**src/rtl/twos_comp_serial_ctrl.sv**
```systemverilog
// Word-level sequencer for a bit-serial two's-complement converter: accepts a word,
// clears the converter, streams the word LSB-first and captures the serial result.
module twos_comp_serial_ctrl #(
  parameter int WIDTH = 8,
  parameter int LAT   = 0
) (
  input  logic             t_clk,
  input  logic             r,
  input  logic             in_valid,
  output logic             in_ready,
  input  logic [WIDTH-1:0] in_data,
  output logic             out_valid,
  input  logic             out_ready,
  output logic [WIDTH-1:0] out_data,
  output logic             out_ovf,
  output logic             busy,
  output logic             ser_i,
  output logic             ser_r,
  input  logic             ser_y
);

  localparam int CW = $clog2(WIDTH + 1);
  localparam logic [WIDTH-1:0] MIN_NEG = {1'b1, {(WIDTH-1){1'b0}}};

  typedef enum logic [2:0] {S_IDLE, S_CLEAR, S_SHIFT, S_DRAIN, S_DONE} state_t;

  state_t           r_state, w_next;
  logic [WIDTH-1:0] r_shift, r_cap, r_out_data;
  logic [CW-1:0]    r_cnt, r_cap_cnt;
  logic             r_ovf;
  logic             w_accept, w_last, w_capture;
  logic [WIDTH-1:0] w_cap_next;

  // Reset is also folded in combinationally so in_ready drops and the converter
  // is cleared the instant r rises, not at the next edge.
  assign in_ready  = (r_state == S_IDLE) && !r;
  assign busy      = (r_state != S_IDLE);
  assign out_valid = (r_state == S_DONE);
  assign out_data  = r_out_data;
  assign out_ovf   = r_ovf;
  assign ser_r     = r || (r_state == S_CLEAR);
  assign ser_i     = (r_state == S_SHIFT) ? r_shift[0] : 1'b0;

  assign w_accept = in_valid && in_ready;
  assign w_last   = (r_cnt == CW'(WIDTH - 1));
  // With a registered converter the first SHIFT cycle still shows the cleared output.
  assign w_capture = (((r_state == S_SHIFT) && ((LAT == 0) || (r_cnt != '0))) ||
                      (r_state == S_DRAIN)) && (r_cap_cnt < CW'(WIDTH));
  assign w_cap_next = w_capture ? {ser_y, r_cap[WIDTH-1:1]} : r_cap;

  // NOTE: every output of a combinational block gets a default first, so no path
  // leaves it unassigned and no latch is inferred.
  always_comb begin
    w_next = r_state;
    unique case (r_state)
      S_IDLE:  if (w_accept) w_next = S_CLEAR;
      S_CLEAR: w_next = S_SHIFT;
      S_SHIFT: if (w_last) w_next = (LAT == 1) ? S_DRAIN : S_DONE;
      S_DRAIN: w_next = S_DONE;
      S_DONE:  if (out_ready) w_next = S_IDLE;
      default: w_next = S_IDLE;
    endcase
  end

  // NOTE: state is updated with non-blocking assignments so every register samples
  // pre-edge values regardless of statement order.
  always_ff @(posedge t_clk or posedge r) begin
    if (r) begin
      r_state    <= S_IDLE;
      r_shift    <= '0;
      r_cap      <= '0;
      r_out_data <= '0;
      r_cnt      <= '0;
      r_cap_cnt  <= '0;
      r_ovf      <= 1'b0;
    end else begin
      r_state <= w_next;
      if (r_state == S_IDLE && w_accept) begin
        r_shift   <= in_data;
        r_ovf     <= (in_data == MIN_NEG);
        r_cnt     <= '0;
        r_cap_cnt <= '0;
        r_cap     <= '0;
      end
      if (r_state == S_SHIFT) begin
        r_shift <= r_shift >> 1;
        r_cnt   <= r_cnt + CW'(1);
      end
      if (w_capture) begin
        r_cap     <= w_cap_next;
        r_cap_cnt <= r_cap_cnt + CW'(1);
      end
      // The final bit is captured on the same edge that enters DONE.
      if (w_next == S_DONE && r_state != S_DONE) r_out_data <= w_cap_next;
    end
  end

endmodule

```
**config.mk**
```make
export PLATFORM = sky130hd
export DESIGN_NAME = twos_comp_serial_ctrl
export DESIGN_NICKNAME = d
export VERILOG_FILES = /design/src/rtl/twos_comp_serial_ctrl.sv
export SDC_FILE = /design/constraint.sdc
export NUM_CORES = 1
export LEC_CHECK = 0
export CAP_MARGIN = 20
export CORE_MARGIN = 8
export CORE_UTILIZATION = 57
export CTS_BUF_LIST = sky130_fd_sc_hd__clkbuf_16
export DETAILED_ROUTE_END_ITERATION = 16
export PLACE_DENSITY = 0.84
export SLEW_MARGIN = 10
export SYNTH_ARGS = -nofsm -noshare
export SYNTH_HDL_FRONTEND = slang
export SYNTH_SLANG_ARGS = --single-unit
```
**constraint.sdc**
```tcl
create_clock -name t_clk -period 3.86 [get_ports t_clk]
set_input_delay 0.772 -clock t_clk [delete_from_list [all_inputs] [get_ports t_clk]]
set_output_delay 0.772 -clock t_clk [all_outputs]
set_load 0.05 [all_outputs]
```
==> qor.txt <==
Status - finished clean
Placer's final routability congestion estimate - 0.8571
Initial antenna violation count - 0
Routed WL per cell - 16.99 um
CP peak stage delay - 0.84 ns
Via count - 1259
Inst Count DP - 199
Switching Share - 0.3818
Maximum net fanout on the critical path - 11
Average size of a mapped cell - 11.84 um^2
Depth of the CTS H-tree - 2
Post-synth cell types - 38
Share of post-route cells with drive strength above 1 - 0.1908
Root Driver - clkbuf_16
Top sig layer - met4
Pwr per Cell Area - 835.4 nW/um^2
Yosys top cell area share - 0.5248
Final Max Slew Viols - 0
Arr. time, crit path - 2.67 ns
Reg2Reg Setup Slack - 2.00 ns
Worst r2r path cells - 4
Vert. Die Dim - 70.88 um
Pleak - 0.9933 nW
Most common cell in the netlist - dfrtp_1
Seq cells post-synth - 36
DRC - 0
Max VDD drop - 0.5858 mV
Max-slew headroom - 0.6628
Delay-heaviest family, CP - buffers and inverters
Hold endpoint - r_cnt[3]$_DFFE_PP0P_
Hold Path Stages - 1
Place WS - 0.4304 ns
Metal3 WL - 263 um
Worst Setup Start Kind - input port
M1 WL - 1.508 mm
Crit. End Element - output port
Core area - 2953 um^2
DRT antenna net count - 0
Skew final - 0.004120 ns
Total CTS buffers - 5
Internal power - 0.001102 W
Nets - 188
Max_cap viols - 0
Finished Layout Cells - 206
Fin crit period - 3.442 ns
Global-route usage over all layers - 0.1489
Routed wl met2 - 1.650 mm
Synth top area cells - dfrtp_1 52%, mux2_2 10%, a221o_1 4.1%
CTS tree - yes
Pre-Repair DR Iteration Count - 4
Synth Instances - 145
Vias in the first global route - 1306
Largest area contributor in the netlist - dfrtp_1
RSZ-0062 raised after global routing - false
Comb power frac - 0.428
Die width - 70.88 um
Grt ovf - 0
Final Cell Area - 2133 um^2
DIE AREA - 5024 um^2
Reg clk slew, reported paths - 0.05 ns
Post-CTS Hold Buffers - 0
Global-route wire length before repair - 5.968 mm
Via-per-instance ratio - 6.112
Clk pwr share - 0.204
Clk sinks - 36
Final period util - 0.8917
Final hold vios - 0
Final HPWL DP - 2.496 mm
Hold Path Class - reg2reg
Starting density of the core - 0.5814
Mapped Nets - 160
Longest Clk Path Bufs - 2
Fmax - 290.5 MHz
Setup bufs post-CTS - 0
Clock Latency Late Sink - 0.27 ns
Area delta synth->final - 24.27%
Sequential fraction of the synthesis area - 0.5248
Cells along the critical path - clkdlybuf4s50_1 -> or4_4 -> inv_2 -> clkdlybuf4s50_1
Post-synth top cells - 36 x dfrtp_1, 16 x mux2_2, 9 x o21ai_0, 8 x a22o_1, 8 x and2_1
Post-Syn Area - 1717 um^2
Switch Pwr - 0.0006804 W
PortBufs - 26
Crit-path most repeated cell - clkdlybuf4s50_1
Slowest CP cell - clkdlybuf4s50_1
Worst-margin pin slew - 0.5041 ns
Post-Route WL - 3.499 mm
Ys async rst share - 1.000
First DRT Iteration DRCs - 103
Fin Setup TNS - 0 ns
Number of setup violations in the final report - 0
Synth Flop Type - dfrtp_1
HP Start - r_cnt[3]$_DFFE_PP0P_
Placement Cell Area - 1999 um^2
Crit path buf inv count - 3
Crit Path Category - in2out
Seq pwr share - 0.368
Total power - 0.001782 W
Cell Rows - 20
Worst r2r src - r_state[2]$_DFF_PP0_
Yosys synthesis warning count - 0
Ports - 27
Post-cts repair resize count - 0
Antenna diodes - 0
Largest net degree at the start of global routing - 37
Worst setup margin - 0.4180 ns
Reg2reg end - r_cap_cnt[0]$_DFFE_PP0P_
Number of synthesized flops with an enable pin - 0
Worst EP required - 3.09 ns
[how the worst max path moves through the flow]
stage               start       end  cells after the start
global route            r  in_ready                      4
global placement        r  in_ready                      4
floorplan               r     ser_r                      2
detailed placement      r  in_ready                      4
CTS                     r  in_ready                      4
finish                  r  in_ready                      4
[worst reg2reg max path: cells and delay by family (launching register included)]
family | cells | cell delay, ns
AND/OR/NAND/NOR | 1 | 0.60
AO/OA/AOI/OAI | 1 | 0.16
multiplexers | 1 | 0.31
flip-flops | 1 | 0.50
buffers and inverters | 1 | 0.18
[routing by layer]
metal | global-route usage | vias to the layer above
met5 | 0 | -
met4 | 0.06928 | 0
met3 | 0.06356 | 9
met2 | 0.2369 | 32
met1 | 0.1687 | 631
li1 | - | 587
[power groups by stage]
stage	registers [W]	logic (W)	clock network [W]
3_3_place_gp	0.000642	0.000746	0
2_1_floorplan	0.000720	0.000491	0
4_1_cts	0.000655	0.000772	0.000371
6_report	0.000655	0.000763	0.000364
3_5_place_dp	0.000657	0.000770	0
5_1_grt	0.000680	0.000819	0.000386
[layout make-up]
class,count,area (um^2)
clock inverters,2,8.758
repair buffers,29,280.3
clock buffers,5,125.1
well taps,33,41.29
fillers,227,819.5
flip-flops and latches,36,900.9
inverters,6,22.52
multi-input cells,95,754.5
[stage by stage]
| step | hold WS, ns | util |
|---|---|---|
| 6_report | 0.4988 | 0.7225 |
| 5_1_grt | 0.5259 | 0.7225 |
| 4_1_cts | 0.4972 | 0.7225 |
| 3_5_place_dp | 0.4853 | 0.6771 |
| 3_3_place_gp | 0.4688 | 0.6771 |
| 2_1_floorplan | 0.4435 | - |
[placed cells by master (no fill, tap or decap), types with 3 or more instances in the layout]
cell,n
and2_1,8
inv_1,6
dfrtp_1,36
buf_4,4
a221o_1,7
nand2_1,5
clkbuf_16,5
mux2_2,16
a22o_1,8
and3_1,7
clkdlybuf4s50_1,25
o21ai_0,9
nand3_1,3
a21oi_1,4
[flip-flops by register name, summed over array words and instances (netlist names)]
register,count
out_data,8
r_shift,8
r_cnt,4
r_cap,8
r_cap_cnt,4
out_ovf,1
r_state,3
[cells by family (layout without fill, tap and decap cells)]
family	Yosys count	in the layout	share of synthesized area
compound gates	35	35	0.1516
xor+xnor	1	1	0.005103
fa+ha+maj	2	2	0.01457
buf+inv	14	42	0.03863
flops	36	36	0.5248
mux	18	18	0.1173
simple gates	39	39	0.1480
No activity file was read; power rests on OpenSTA's default activity.
